### src/rtl/cu_pkg.sv
// Shared definitions for the multi-cycle RV32I control unit: FSM states,
// opcode constants, ALU / immediate / result-source encodings and small
// decode helpers used by both the top and the ALU decoder.
package cu_pkg;

  typedef enum logic [2:0] {
    FETCH   = 3'd0,
    DECODE  = 3'd1,
    EXECUTE = 3'd2,
    MEM     = 3'd3,
    WB      = 3'd4,
    FAULT   = 3'd5
  } state_t;

  localparam logic [6:0] OPC_LOAD   = 7'b0000011;
  localparam logic [6:0] OPC_STORE  = 7'b0100011;
  localparam logic [6:0] OPC_OP     = 7'b0110011;
  localparam logic [6:0] OPC_OP_IMM = 7'b0010011;
  localparam logic [6:0] OPC_BRANCH = 7'b1100011;
  localparam logic [6:0] OPC_JAL    = 7'b1101111;
  localparam logic [6:0] OPC_LUI    = 7'b0110111;

  localparam logic [3:0] ALU_ADD  = 4'd0;
  localparam logic [3:0] ALU_SUB  = 4'd1;
  localparam logic [3:0] ALU_AND  = 4'd2;
  localparam logic [3:0] ALU_OR   = 4'd3;
  localparam logic [3:0] ALU_XOR  = 4'd4;
  localparam logic [3:0] ALU_SLT  = 4'd5;
  localparam logic [3:0] ALU_SLTU = 4'd6;
  localparam logic [3:0] ALU_SLL  = 4'd7;
  localparam logic [3:0] ALU_SRL  = 4'd8;
  localparam logic [3:0] ALU_SRA  = 4'd9;

  localparam logic [2:0] IMM_I = 3'd0;
  localparam logic [2:0] IMM_S = 3'd1;
  localparam logic [2:0] IMM_B = 3'd2;
  localparam logic [2:0] IMM_U = 3'd3;
  localparam logic [2:0] IMM_J = 3'd4;

  localparam logic [1:0] RES_ALU = 2'd0;
  localparam logic [1:0] RES_MEM = 2'd1;
  localparam logic [1:0] RES_PC4 = 2'd2;
  localparam logic [1:0] RES_IMM = 2'd3;

  function automatic logic opcode_known(input logic [6:0] op);
    return (op == OPC_LOAD) || (op == OPC_STORE) || (op == OPC_OP) ||
           (op == OPC_OP_IMM) || (op == OPC_BRANCH) || (op == OPC_JAL) ||
           (op == OPC_LUI);
  endfunction

  // Only register-register ops constrain funct7; everything else is free.
  function automatic logic funct7_legal(input logic [6:0] op, input logic [6:0] f7);
    return (op != OPC_OP) || (f7 == 7'b0000000) || (f7 == 7'b0100000);
  endfunction

  // Immediate format selected by opcode; anything without a special format uses I.
  function automatic logic [2:0] imm_fmt_of(input logic [6:0] op);
    logic [2:0] fmt;
    fmt = IMM_I;
    if (op == OPC_STORE)       fmt = IMM_S;
    else if (op == OPC_BRANCH) fmt = IMM_B;
    else if (op == OPC_LUI)    fmt = IMM_U;
    else if (op == OPC_JAL)    fmt = IMM_J;
    return fmt;
  endfunction

endpackage

### src/rtl/alu_decoder.sv
// Combinational map from opcode/funct3/funct7 to the ALU operation code.
module alu_decoder
  import cu_pkg::*;
#(
  parameter int ALU_CTRL_W = 4
) (
  input  logic [6:0]            opcode,
  input  logic [2:0]            funct3,
  input  logic [6:0]            funct7,
  output logic [ALU_CTRL_W-1:0] alu_ctrl
);

  logic [3:0] op_sel;

  // Select the ALU operation; address calculation and jumps fall back to ADD.
  always_comb begin
    op_sel = ALU_ADD;
    if (opcode == OPC_OP || opcode == OPC_OP_IMM) begin
      case (funct3)
        3'b000:  op_sel = (opcode == OPC_OP && funct7 == 7'b0100000) ? ALU_SUB : ALU_ADD;
        3'b001:  op_sel = ALU_SLL;
        3'b010:  op_sel = ALU_SLT;
        3'b011:  op_sel = ALU_SLTU;
        3'b100:  op_sel = ALU_XOR;
        3'b101:  op_sel = funct7[5] ? ALU_SRA : ALU_SRL;
        3'b110:  op_sel = ALU_OR;
        default: op_sel = ALU_AND;
      endcase
    end else if (opcode == OPC_BRANCH) begin
      case (funct3[2:1])
        2'b10:   op_sel = ALU_SLT;
        2'b11:   op_sel = ALU_SLTU;
        default: op_sel = ALU_SUB;
      endcase
    end
  end

  assign alu_ctrl = ALU_CTRL_W'(op_sel);

endmodule

### src/rtl/multicycle_cu.sv
// Multi-cycle RV32I control unit: sequences FETCH/DECODE/EXECUTE/MEM/WB,
// handshakes with the unified memory port, counts retired instructions and
// traps memory time-outs into a sticky FAULT state.
// Optional build macro CU_ILLEGAL_TRAP_EN: illegal encodings enter FAULT and
// raise the extra sticky output illegal_o instead of being skipped as NOPs.
//
// state   | meaning
// FETCH   | request instruction at PC, latch IR and PC+4 on ready
// DECODE  | one cycle, immediate format becomes valid
// EXECUTE | ALU operation, branch/jump PC update
// MEM     | load/store data access at ALU address
// WB      | register-file write, instruction retires
// FAULT   | memory time-out (or illegal op), left only by reset
module multicycle_cu
  import cu_pkg::*;
#(
  parameter int ALU_CTRL_W  = 4,
  parameter int IMM_FMT_W   = 3,
  parameter int CNT_W       = 32,
  parameter int MEM_TIMEOUT = 16
) (
  input  logic                  clk,
  input  logic                  rst_n,
  input  logic [6:0]            opcode_i,
  input  logic [2:0]            funct3_i,
  input  logic [6:0]            funct7_i,
  input  logic                  mem_ready_i,
  input  logic                  branch_taken_i,
  output logic                  mem_req_o,
  output logic                  mem_we_o,
  output logic                  addr_src_o,
  output logic                  ir_we_o,
  output logic                  pc_we_o,
  output logic                  jump_o,
  output logic                  reg_we_o,
  output logic [1:0]            result_src_o,
  output logic                  alu_src_b_o,
  output logic [ALU_CTRL_W-1:0] alu_ctrl_o,
  output logic [IMM_FMT_W-1:0]  imm_fmt_o,
  output logic [CNT_W-1:0]      instret_o,
  output logic                  fault_o
`ifdef CU_ILLEGAL_TRAP_EN
  ,
  output logic                  illegal_o
`endif
);

  localparam int WAIT_W = $clog2(MEM_TIMEOUT + 1);
  localparam logic [WAIT_W-1:0] WAIT_LAST = WAIT_W'(MEM_TIMEOUT - 1);

  state_t                  state_q, state_d;
  logic [WAIT_W-1:0]       wait_q;
  logic [CNT_W-1:0]        instret_q;
  logic [ALU_CTRL_W-1:0]   dec_alu;
  logic                    mem_phase;
  logic                    timeout;
  logic                    decode_ok;
  logic                    retire;

  alu_decoder #(.ALU_CTRL_W(ALU_CTRL_W)) u_alu_decoder (
    .opcode   (opcode_i),
    .funct3   (funct3_i),
    .funct7   (funct7_i),
    .alu_ctrl (dec_alu)
  );

  assign mem_phase = (state_q == FETCH) || (state_q == MEM);
  // Fires on the MEM_TIMEOUT-th consecutive cycle without mem_ready_i.
  assign timeout   = mem_phase && !mem_ready_i && (wait_q == WAIT_LAST);
  assign decode_ok = opcode_known(opcode_i) && funct7_legal(opcode_i, funct7_i);

  // State register; reset wins over any pending memory request.
  always_ff @(posedge clk) begin
    if (!rst_n) state_q <= FETCH;
    else        state_q <= state_d;
  end

  // Next-state selection and retire detection.
  always_comb begin
    state_d = state_q;
    retire  = 1'b0;
    case (state_q)
      FETCH: begin
        if (timeout)          state_d = FAULT;
        else if (mem_ready_i) state_d = DECODE;
      end
      DECODE: begin
        if (decode_ok) state_d = EXECUTE;
`ifdef CU_ILLEGAL_TRAP_EN
        else           state_d = FAULT;
`else
        else           state_d = FETCH;
`endif
      end
      EXECUTE: begin
        if (opcode_i == OPC_LOAD || opcode_i == OPC_STORE) begin
          state_d = MEM;
        end else if (opcode_i == OPC_BRANCH) begin
          state_d = FETCH;
          retire  = 1'b1;
        end else begin
          state_d = WB;
        end
      end
      MEM: begin
        if (timeout) begin
          state_d = FAULT;
        end else if (mem_ready_i) begin
          if (opcode_i == OPC_STORE) begin
            state_d = FETCH;
            retire  = 1'b1;
          end else begin
            state_d = WB;
          end
        end
      end
      WB: begin
        state_d = FETCH;
        retire  = 1'b1;
      end
      FAULT:   state_d = FAULT;
      default: state_d = FETCH;
    endcase
  end

  // Outputs decoded from state and IR fields, forced low while reset is held.
  always_comb begin
    mem_req_o    = 1'b0;
    mem_we_o     = 1'b0;
    addr_src_o   = 1'b0;
    ir_we_o      = 1'b0;
    pc_we_o      = 1'b0;
    jump_o       = 1'b0;
    reg_we_o     = 1'b0;
    result_src_o = RES_ALU;
    alu_src_b_o  = 1'b0;
    alu_ctrl_o   = '0;
    imm_fmt_o    = '0;
    fault_o      = 1'b0;
    if (rst_n) begin
      if (state_q == DECODE || state_q == EXECUTE || state_q == MEM || state_q == WB)
        imm_fmt_o = IMM_FMT_W'(imm_fmt_of(opcode_i));
      case (state_q)
        FETCH: begin
          mem_req_o = 1'b1;
          ir_we_o   = mem_ready_i;
          pc_we_o   = mem_ready_i;
        end
        EXECUTE: begin
          alu_ctrl_o  = dec_alu;
          alu_src_b_o = (opcode_i == OPC_OP_IMM) || (opcode_i == OPC_LOAD) ||
                        (opcode_i == OPC_STORE);
          if (opcode_i == OPC_BRANCH) begin
            pc_we_o = branch_taken_i;
            jump_o  = branch_taken_i;
          end else if (opcode_i == OPC_JAL) begin
            pc_we_o = 1'b1;
            jump_o  = 1'b1;
          end
        end
        MEM: begin
          mem_req_o  = 1'b1;
          addr_src_o = 1'b1;
          mem_we_o   = (opcode_i == OPC_STORE);
        end
        WB: begin
          reg_we_o = 1'b1;
          if (opcode_i == OPC_LOAD)     result_src_o = RES_MEM;
          else if (opcode_i == OPC_JAL) result_src_o = RES_PC4;
          else if (opcode_i == OPC_LUI) result_src_o = RES_IMM;
        end
        FAULT:   fault_o = 1'b1;
        default: ;
      endcase
    end
  end

  // Memory wait counter: runs while a request is stalled, clears otherwise.
  always_ff @(posedge clk) begin
    if (!rst_n)                        wait_q <= '0;
    else if (mem_phase && !mem_ready_i) wait_q <= wait_q + 1'b1;
    else                               wait_q <= '0;
  end

  // Retired-instruction counter, wraps naturally at 2^CNT_W.
  always_ff @(posedge clk) begin
    if (!rst_n)      instret_q <= '0;
    else if (retire) instret_q <= instret_q + 1'b1;
  end

  assign instret_o = instret_q;

`ifdef CU_ILLEGAL_TRAP_EN
  logic illegal_q;

  // Sticky illegal-instruction flag, set together with the FAULT entry.
  always_ff @(posedge clk) begin
    if (!rst_n)                                illegal_q <= 1'b0;
    else if (state_q == DECODE && !decode_ok) illegal_q <= 1'b1;
  end

  assign illegal_o = illegal_q;
`endif

endmodule
### config.mk
export PLATFORM = sky130hd
export DESIGN_NAME = multicycle_cu
export DESIGN_NICKNAME = d
export VERILOG_FILES = /design/src/rtl/cu_pkg.sv /design/src/rtl/alu_decoder.sv /design/src/rtl/multicycle_cu.sv
export SDC_FILE = /design/constraint.sdc
export NUM_CORES = 1
export LEC_CHECK = 0
export CAP_MARGIN = 20
export CORE_MARGIN = 10
export CORE_UTILIZATION = 49
export CTS_BUF_LIST = sky130_fd_sc_hd__clkbuf_8
export DETAILED_ROUTE_END_ITERATION = 10
export HOLD_SLACK_MARGIN = 0.06
export PLACE_DENSITY = 0.82
export REMOVE_ABC_BUFFERS = 1
export SLEW_MARGIN = 20
export SYNTH_ARGS = -nofsm -noshare
export SYNTH_HDL_FRONTEND = slang
export SYNTH_SLANG_ARGS = --single-unit
export TNS_END_PERCENT = 20
### constraint.sdc
create_clock -name clk -period 2.58 [get_ports clk]
set_clock_uncertainty 0.15 [all_clocks]
set_input_delay 0.645 -clock clk [delete_from_list [all_inputs] [get_ports clk]]
set_output_delay 0.645 -clock clk [all_outputs]
set_load 0.05 [all_outputs]
==> results of run 1 <==
==> flip-flops by register name (all words and copies together), names as in the netlist <==
signal	cells
instret_o	32
state_q	3
wait_q	5
==> metal layers <==
| layer | vias up | global-route usage [%] | part of all wire (%) |
|---|---|---|---|
| li1 | 1482 | - | - |
| met1 | 1452 | 21.6 | 39 |
| met2 | 141 | 35.9 | 52 |
| met3 | 16 | 5.35 | 7.6 |
| met4 | 0 | 5.87 | 1.8 |
| met5 | - | 0 | 0 |
==> final cells by class <==
type | instances | area [um^2] | area share, %
Clock buffer | 5 | 68.8 | 1.69
Clock inverter | 3 | 46.3 | 1.13
Inverter | 7 | 27.5 | 0.674
Multi-Input combinational cell | 264 | 1730 | 42.3
Sequential cell | 40 | 802 | 19.6
Tap cell | 67 | 83.8 | 2.05
Timing Repair Buffer | 125 | 1330 | 32.5
==> worst max path at each step <==
| stage | depth (start not counted) | to | slack, ps | start |
|---|---|---|---|---|
| after floorplan | 4 | alu_ctrl_o[3] | -1340 | rst_n |
| after global placement | 7 | alu_ctrl_o[0] | -640 | funct7_i[3] |
| after detailed placement | 7 | alu_ctrl_o[0] | -720 | funct7_i[3] |
| after CTS | 7 | alu_ctrl_o[0] | -320 | funct7_i[4] |
| after global routing | 7 | alu_ctrl_o[0] | -300 | funct7_i[3] |
| final | 7 | alu_ctrl_o[0] | -250 | funct7_i[3] |
==> power groups by stage <==
stage | combinational (W) | clock, W | sequential (W)
global route | 0.000197 | 0.000562 | 0.000623
floorplan | 0.0000537 | 0 | 0.000637
detailed placement | 0.000162 | 0 | 0.000637
finish | 0.000187 | 0.000532 | 0.000622
global placement | 0.000158 | 0 | 0.000637
CTS | 0.000171 | 0.000537 | 0.000622
==> what timing repair did <==
action                     in CTS  in global routing
gates resized for setup        87                 17
setup endpoints to repair      43                 12
buffers inserted                3                  1
pin swaps                      15                 10
==> cell usage after synthesis, types with 3 or more instances <==
cell type   n  area, um^2
o31ai_1    16         120
or3_1      14        87.6
nor2_1     22        82.6
nand3_1    16        80.1
nor3_1     12        60.1
clkbuf_1   15        56.3
nand2b_1    3        18.8
nand2_1    28         105
nand4_1    15        93.8
inv_1       6        22.5
o21ai_0    20         100
a21oi_1    40         200
ha_1        3        37.5
or4b_1      3        30.0
buf_2       5        25.0
and3_1      9        56.3
dfxtp_1    40         801
nor2b_1     8        50.1
or4_1      16         120
nor4_1      9        56.3
==> worst max-delay path, cell delays in order <==
cell and delay [ps]:
buf_6 90, or4_4 550, nor3_4 130, and4b_1 230, o21ai_2 60, a21oi_2 170
buf_12 160
==> logic make-up after synthesis <==
kind of cell               count (synthesis)  synth area share, %
muxes                                      1                0.401
AOI/OAI and AO/OA                         86                 20.5
xor gates and xnor gates                   4                 1.40
and+or+nand+nor                          170                 39.5
DFF                                       40                 32.1
adders and majority gates                  3                 1.50
buffers and inverters                     28                 4.61
==> stage by stage <==
step	cell area [um^2]	power, W
floorplan	2410	0.000691
global placement	3770	0.000795
detailed placement	3770	0.000799
CTS	4020	0.00133
global route	4080	0.00138
finish	4080	0.00134
==> key figures, run 1 <==
Run status
  • Status: finished, violations left
  • Violated checks: setup timing

Final layout
  • Nets: approximately 470
  • Fillers: 297
  • P&R area growth vs syn: 63.5%
  • Most frequent cells in the layout: buf_4, dfxtp_1, clkdlybuf4s50_1, a21oi_1, nand2_1
  • Layout cells sized above 1: between 20% and 30%
  • Ant. Diodes: 0
  • Non-Filler Instances: roughly 500
  • Commonest non-fill, non-tap cell in the layout: buf_4
  • Fin util: a little over four fifths

Routing
  • Routed len/inst: 17.4 um
  • Vias/cell: 6.05
  • ANT nets after route: 0
  • Via count: 3091
  • Drt drc: 0
  • Routed WL: between 8000 and 9000 um
  • First-pass iteration count of the detailed router: 5
  • First DRT Iteration DRCs: 232

Timing
  • RSZ-0062 raised after global routing: yes
  • Tcrit/Tclk final: 110%
  • Fin. max-slew vios: 0
  • Fmax: approximately 350 MHz
  • Setup WS post-layout: -253 ps
  • Final min period: 2830 ps
  • Setup TNS: -497 ps
  • Final hold slack: ~310 ps
  • Max_slew headroom: about two thirds
  • Worst Tran Pin Value: 520 ps
  • Final hold violation count: 0
  • Final setup fails: 7

Placed design
  • IO Port Bufs: 70
  • Routability-driven placement congestion ratio: 0.889
  • Cell total after placement: 499
  • Post-place setup slack: -716 ps
  • Hpwl dp: 6180 um

Synth
  • #FFs+latches synth: 40
  • Post-synth EDFFs: 0
  • Yosys cell types: 46
  • Most used DFF post-synth: dfxtp_1
  • Mapped cell area: between 2000 and 2500 um^2
  • Sequential-to-total area share from yosys stat: between 30% and 40%
  • Mean Syn Cell Area: 7.52 um^2
  • Ys async rst share: 0%
  • Yosys warnings: 0
  • Syn Inst Count: 332

Setup path
  • Crit-path max FO: 2
  • Critical path endpoint category: primary output
  • Crit Path Class: input port to primary output
  • Reg2Reg Depth: 5
  • Startpoint types: input port
  • R2r setup slk: 370 ps
  • Arr. time, crit path: ~2000 ps
  • Worst path required time: between 1500 and 2000 ps
  • Critical R2R Capture: instret_o[25]$_SDFFE_PN0P_
  • Reg2reg start: instret_o[3]$_SDFFE_PN0P_

Run
  • Number of max-cap violations: 0

Power
  • Worst vdd ir: 244 uV
  • Internal Power: 0.00101 W
  • Sequential Power Share: a little under half
  • Clk pwr share: 39.6%
  • Static Leak: 1.42 nW
  • Combinational Power Share: 14.0%
  • Switch share: 25.1%
  • P_sw: roughly 0.00034 W
  • PD cells: 328 nW/um^2

Floorplan
  • Die area: 8350 um^2
  • Chip width: approximately 91 um
  • Core Rows: 25
  • Initial core utilization: between 50% and 60%
  • Ports: 71
  • Core ar.: 4820 um^2
  • Die height: ~91 um

CTS
  • Clock Sinks: 40
  • Clock root buffer: clkbuf_8
  • Num CTS Buffers: 5
  • Hold_buf cts: 0
  • Clock transition at the registers of the reported paths: ~80 ps
  • Clock Path Buffers: 2
  • Htree depth: 2
  • CTS tree: yes
  • Worst-skew pair later-pin latency: roughly 300 ps

Min path
  • Hold crit path type: flip-flop to flip-flop
  • Worst hold endpoint: wait_q[0]$_SDFF_PN0_
  • Worst Hold Path Cells: 1
  • Hold_sp: wait_q[0]$_SDFF_PN0_

GRT
  • Vias in the first global route: 3028
  • GR Overflow Total: 0
  • Pin count of the biggest net entering global routing: 45
  • GRT Overall Usage: 19.7%
  • Initial antenna violation count: 0
  • Global-route wire length before repair: 14200 um
Note: power is estimated with default switching activity, not from simulation.
==> run 2, diff against run 1 <==
--- a/config.mk
+++ b/config.mk
@@ -12,7 +12,6 @@
 export DETAILED_ROUTE_END_ITERATION = 10
 export HOLD_SLACK_MARGIN = 0.06
 export PLACE_DENSITY = 0.82
-export REMOVE_ABC_BUFFERS = 1
 export SLEW_MARGIN = 20
 export SYNTH_ARGS = -nofsm -noshare
 export SYNTH_HDL_FRONTEND = slang
==> run 2 against run 1 <==
Compared with the run above: the flow still finishes with violations (setup timing); critical path depth unchanged; flip-flop and latch count unchanged; maximum frequency down 2.3%; total power fell by 3.3%; via count grew 15%; die area unchanged; core utilization rose by 4.8 points; non-clock buffer count increased by 13; clock power down 16%; design area grew 5.6%; sequential power about the same; combinational power grew 20%.
==> key figures, run 2 (synthesis gave the netlist of run 1 again) <==
Run status
  • Status: finished, violations left
  • Violated checks: setup timing

GRT
  • Vias in the first global route: 3388 (+12%)
  • Pin count of the biggest net entering global routing: 50 (+11%)
  • GR Overflow Total: 0 (unchanged)
  • GRT Overall Usage: 26.3% (+6.6 points)
  • Initial antenna violation count: 0 (unchanged)
  • Global-route wire length before repair: 18100 um (+27%)

Floorplan
  • Initial core utilization: 51.8% (unchanged)
  • Die height: 91.4 um (unchanged)
  • Ports: 71 (unchanged)
  • Core Rows: 25 (unchanged)
  • Core ar.: 4820 um^2 (unchanged)
  • Chip width: 91.4 um (unchanged)
  • Die area: 8350 um^2 (unchanged)

Placed design
  • Cell total after placement: 500 (+0.20%)
  • DP Area: 3900 um^2 (+3.5%)
  • Hpwl dp: 6360 um (+3.0%)
  • Post-place setup slack: -735 ps (-18.7 ps)
  • Routability-driven placement congestion ratio: 0.936 (+5.3%)
  • IO Port Bufs: 70 (unchanged)

Routing
  • Via count: 3565 (+15%)
  • First-pass iteration count of the detailed router: 7 (+2)
  • Drt drc: 0 (unchanged)
  • Routed len/inst: 23.9 um (+38%)
  • M1 wire length: 4360 um (+27%)
  • Routed WL: 12500 um (+41%)
  • Top layer in use: met4
  • Metal3 WL: 1120 um (+66%)
  • First DRT Iteration DRCs: 559 (+140%)
  • ANT nets after route: 0 (unchanged)
  • Vias/cell: 6.80 (+12%)
  • Met2 wire length: 6040 um (+31%)

Setup path
  • Crit path from: funct7_i[2]
  • Reg2reg start: instret_o[15]$_SDFFE_PN0P_
  • Reg2Reg Depth: 5 (unchanged)
  • Critical path endpoint category: primary output
  • Crit-path max FO: 2 (unchanged)
  • Arr. time, crit path: 2100 ps (+60 ps)
  • Startpoint types: input port
  • Crit Path Class: input port to primary output
  • Worst path required time: 1780 ps (about the same)

Timing
  • Max_slew headroom: 62.0% (-3.2 points)
  • RSZ-0062 raised after global routing: yes
  • Worst Tran Pin Value: 565 ps (+45.1 ps)
  • Fmax: 345 MHz (-2.3%)
  • Setup WS post-layout: -320 ps (-66.7 ps)
  • Fin. max-slew vios: 0 (unchanged)
  • Final hold violation count: 0 (unchanged)
  • Final min period: 2900 ps (+66.7 ps)
  • Final setup fails: 12 (+5)
  • Final hold slack: 345 ps (+32.0 ps)
  • Tcrit/Tclk final: 112% (+2.6 points)

CTS
  • Worst-skew pair later-pin latency: 300 ps (about the same)
  • Clock transition at the registers of the reported paths: 80 ps (about the same)
  • Clock Path Buffers: 2 (unchanged)
  • Clock Sinks: 40 (unchanged)
  • Num CTS Buffers: 5 (unchanged)
  • CTS tree: yes
  • Clock root buffer: clkbuf_8
  • Htree depth: 2 (unchanged)

Final layout
  • Fillers: 233 (-22%)
  • Most frequent cells in the layout: buf_4, dfxtp_1, clkdlybuf4s50_1, a21oi_1
  • P&R area growth vs syn: 72.7%
  • Nets: 480 (+2.8%)
  • Sequential cell area: 803 um^2 (+0.16%)
  • Non-Filler Instances: 524 (+2.5%)
  • Final Instance Area: 4310 um^2 (+5.6%)
  • Commonest non-fill, non-tap cell in the layout: buf_4
  • Max FFs per register: 32 (unchanged)
  • Layout cells sized above 1: 32.6% (+4.2 points)
  • Ant. Diodes: 0 (unchanged)
  • Multi-input logic area: 1850 um^2 (+7.0%)

Min path
  • Worst Hold Path Cells: 1 (unchanged)
  • Hold crit path type: flip-flop to flip-flop
  • Hold_sp: wait_q[0]$_SDFF_PN0_

Power
  • Post-layout power: 0.00130 W (-3.3%)
  • Static Leak: 1.55 nW (+8.8%)
  • PD cells: 301 nW/um^2 (-8.5%)
  • Worst vdd ir: 523 uV (+110%)

Synth
  • Syn nets: around 360

Run
  • Number of max-cap violations: 0 (unchanged)
[run 2: changes by cell type in the layout (fill, tap and decap cells not counted), moves of 2 or more]
cell,change
buf_8,-2
nor4_2,-2
buf_6,+14
nor3_1,-2
nor4_4,+4
buf_4,-3
nor2_4,+3
buf_2,+3
nor4_1,-2
nor2_2,-2
[run 2: final cells by class]
| class | count | share of cell area [%] |
|---|---|---|
| Multi-Input combinational cell | 264 | 42.9 |
| Timing Repair Buffer | 138 | 33.7 |
| Sequential cell | 40 | 18.6 |
| Tap cell | 67 | 1.94 |
| Clock buffer | 6 | 1.91 |
| Inverter | 7 | 0.638 |
| Clock inverter | 2 | 0.261 |
[run 2: what timing repair did]
item / 4_1_cts / 5_1_grt
hold buffers: 0 / 0
resized for setup: 81 / 24
setup endpoints to repair: 42 / 21
buffers inserted: 18 / 0
pin swaps: 27 / 13
[run 2: worst max-delay path, stage by stage]
cell and delay, ps:
buf_6 100, or4_4 530, nor3_4 200, and4b_1 260, o21ai_2 80, a21oi_4 140, buf_12 150
[run 2: worst paths after layout]
kind / endpoint / slack (ps)
max: alu_ctrl_o[0] / -320
min: wait_q[0]$_SDFF_PN0_ / 340
max reg2reg: instret_o[31]$_SDFFE_PN0P_ / 40
min reg2reg: wait_q[0]$_SDFF_PN0_ / 340
[run 2: per-layer routing]
| metal | vias up | global-route usage [%] |
|---|---|---|
| met2 | 305 | 45.1 |
| li1 | 1510 | - |
| met5 | - | 0 |
| met3 | 109 | 7.00 |
| met4 | 0 | 17.5 |
| met1 | 1641 | 27.7 |
[run 2: per-stage QoR]
| stage | util (%) | TNS, ps |
|---|---|---|
| after floorplan | - | -1850 |
| after global placement | 80.9 | -14580 |
| after detailed placement | 80.9 | -16340 |
| after CTS | 88.1 | -828 |
| after global routing | 89.6 | -2240 |
| final | 89.6 | -1640 |
[run 2: power breakdown]
part	internal (W)	switching [W]	leakage [nW]	total (W)
Clock	0.000214	0.000235	0.0486	0.000449
Combinational	0.000103	0.000122	1.18	0.000225
Sequential	0.000619	0.00000383	0.324	0.000623
Total	0.000936	0.000361	1.55	0.00130
==> run 3, diff against run 2 <==
==> constraint.sdc (replaced) <==
create_clock -name clk -period 2.58 [get_ports clk]
set_clock_uncertainty 0.15 [all_clocks]
set_input_delay 0.645 -clock clk [delete_from_list [all_inputs] [get_ports clk]]
set_output_delay 0.645 -clock clk [all_outputs]
set_load 0.1 [all_outputs]
==> run 3 against run 2 <==
Compared with the run above: the flow still finishes with violations (setup timing); critical path depth unchanged; worst hold slack worse by 38 ps; combinational power down 3%; core utilization down 2.8 points.
==> key figures, run 3 (synthesis gave the netlist of run 1 again) <==
Timing
  • Setup WS post-layout: -320 ps (-0.250 ps)
  • Final setup fails: 11 (-1)
  • Fmax: 345 MHz (about the same)
  • RSZ-0062 raised after global routing: yes
  • Tcrit/Tclk final: 112% (about the same)
  • Worst Tran Pin Value: 565 ps (-0.574 ps)
  • Final hold violation count: 0 (unchanged)
  • Max_slew headroom: 62.3% (+0.29 points)
  • Fin. max-slew vios: 0 (unchanged)
  • Final min period: 2900 ps (+0.250 ps)

Placed design
  • IO Port Bufs: 70 (unchanged)
  • Hpwl dp: 6720 um (+5.7%)
  • DP Area: 3860 um^2 (-0.99%)
  • Routability-driven placement congestion ratio: 0.925 (-1.2%)

Routing
  • Drt drc: 0 (unchanged)
  • Routed WL: 10000 um (-20%)
  • Metal3 WL: 1030 um (-7.8%)
  • Via count: 3263 (-8.5%)
  • Top layer in use: met4
  • Routed len/inst: 19.4 um (-19%)
  • First DRT Iteration DRCs: 373 (-33%)
  • Vias/cell: 6.31 (-7.2%)
  • ANT nets after route: 0 (unchanged)
  • M1 wire length: 3970 um (-8.9%)
  • First-pass iteration count of the detailed router: 5 (-2)
  • Met2 wire length: 4830 um (-20%)

Floorplan
  • Chip width: 91.4 um (unchanged)
  • Core ar.: 4820 um^2 (unchanged)
  • Core Rows: 25 (unchanged)
  • Initial core utilization: 51.8% (unchanged)
  • Ports: 71 (unchanged)
  • Die height: 91.4 um (unchanged)
  • Die area: 8350 um^2 (unchanged)

Power
  • Worst vdd ir: 370 uV (-29%)
  • PD cells: 336 nW/um^2 (+12%)
  • Post-layout power: 0.00140 W (+8.3%)
  • Static Leak: 1.57 nW (+1.0%)

Setup path
  • Startpoint types: input port
  • CP max stage delay: 530 ps (about the same)
  • Crit-path cells: buf_6, or4_4, nor3_4, and4b_1, o21ai_2, a21oi_4, buf_12
  • Crit path max-delay cell type: or4_4
  • Top Family by Delay on Critical Path: simple AND/OR/NAND/NOR gates
  • R2r setup slk: 180 ps (+140 ps)
  • Buffers & Inverters on Critical Path: 2 (unchanged)
  • Crit-path max FO: 2 (unchanged)
  • Critical path endpoint category: primary output
  • Arr. time, crit path: 2110 ps (about the same)
  • Worst path required time: 1780 ps (about the same)
  • Crit Path Class: input port to primary output

CTS
  • Clock root buffer: clkbuf_8
  • Worst-skew pair later-pin latency: 300 ps (about the same)
  • Htree depth: 2 (unchanged)
  • Hold_buf cts: 0 (unchanged)
  • Clock Sinks: 40 (unchanged)
  • Clock transition at the registers of the reported paths: 80 ps (about the same)
  • Num CTS Buffers: 5 (unchanged)
  • CTS tree: yes
  • Clock Path Buffers: 2 (unchanged)

Final layout
  • Ant. Diodes: 0 (unchanged)
  • Layout cells sized above 1: 38.9% (+6.3 points)
  • Multi-input logic area: 1850 um^2 (about the same)
  • Sequential cell area: 801 um^2 (-0.31%)
  • Max FFs per register: 32 (unchanged)
  • Most frequent cells in the layout: buf_4, dfxtp_1, a21oi_1, nand2_1
  • Nets: 473 (-1.5%)
  • Fillers: 272 (+17%)
  • Final Instance Area: 4180 um^2 (-3.1%)
  • P&R area growth vs syn: 67.4%
  • Commonest non-fill, non-tap cell in the layout: buf_4

GRT
  • Pin count of the biggest net entering global routing: 34 (-32%)
  • GRT Overall Usage: 21.8% (-4.5 points)
  • Initial antenna violation count: 0 (unchanged)
  • Global-route wire length before repair: 15500 um (-14%)
  • Vias in the first global route: 2952 (-13%)
  • GR Overflow Total: 0 (unchanged)

Run status
  • Status: finished, violations left
  • Violated checks: setup timing

Synth
  • Syn nets: 356 (unchanged)

Run
  • Number of max-cap violations: 0 (unchanged)

Min path
  • Hold crit path type: flip-flop to flip-flop
[run 3: cell count changes in the layout (fill, tap and decap cells not counted), sizes merged]
cell / change
clkdlybuf4s50: -31
buf: +24
clkdlybuf4s15: +2
bufinv: +1
clkinvlp: -1
dlymetal6s2s: -1
inv: -1
[run 3: routing by layer]
metal | up-vias | track usage [%]
li1 | 1492 | -
met1 | 1538 | 26.8
met2 | 206 | 36.2
met3 | 27 | 6.58
met4 | 0 | 5.22
met5 | - | 0
[run 3: final cells by class]
cell class / count / area share [%]
Clock buffer: 7 / 2.30
Clock inverter: 1 / 0.718
Inverter: 7 / 0.928
Multi-Input combinational cell: 264 / 44.3
Sequential cell: 40 / 19.2
Tap cell: 67 / 2.00
Timing Repair Buffer: 131 / 30.6
[run 3: final timing paths]
| path | start | end | cells past startpoint |
|---|---|---|---|
| setup / recovery | funct7_i[4] | alu_ctrl_o[0] | 7 |
| hold / removal | wait_q[0]$_SDFF_PN0_ | wait_q[0]$_SDFF_PN0_ | 1 |
| hold reg to reg | wait_q[0]$_SDFF_PN0_ | wait_q[0]$_SDFF_PN0_ | 1 |
| setup reg to reg | instret_o[3]$_SDFFE_PN0P_ | instret_o[18]$_SDFFE_PN0P_ | 5 |
[run 3: power by group]
group,total (W),leakage [nW],switching (W),internal (W)
Sequential,0.000622,0.322,0.00000261,0.000619
Clock,0.000565,0.0645,0.000223,0.000341
Combinational,0.000218,1.18,0.000120,0.0000982
[run 3: stage by stage]
stage	worst slack [ps]	util (%)	instances	hold slack, ps	setup TNS [ps]
6_report	-320	86.8	517	307	-1150
5_1_grt	-354	86.8	517	329	-1620
3_3_place_gp	-645	80.1	499	285	-16000
2_1_floorplan	-524	-	332	268	-6050
4_1_cts	-361	86.2	517	310	-900
3_5_place_dp	-761	80.1	499	297	-18590
[run 3: timing repair]
item	CTS	global route
setup endpoints to repair	41	13
buffers inserted	10	0
pin swaps	18	8
resized for setup	78	6
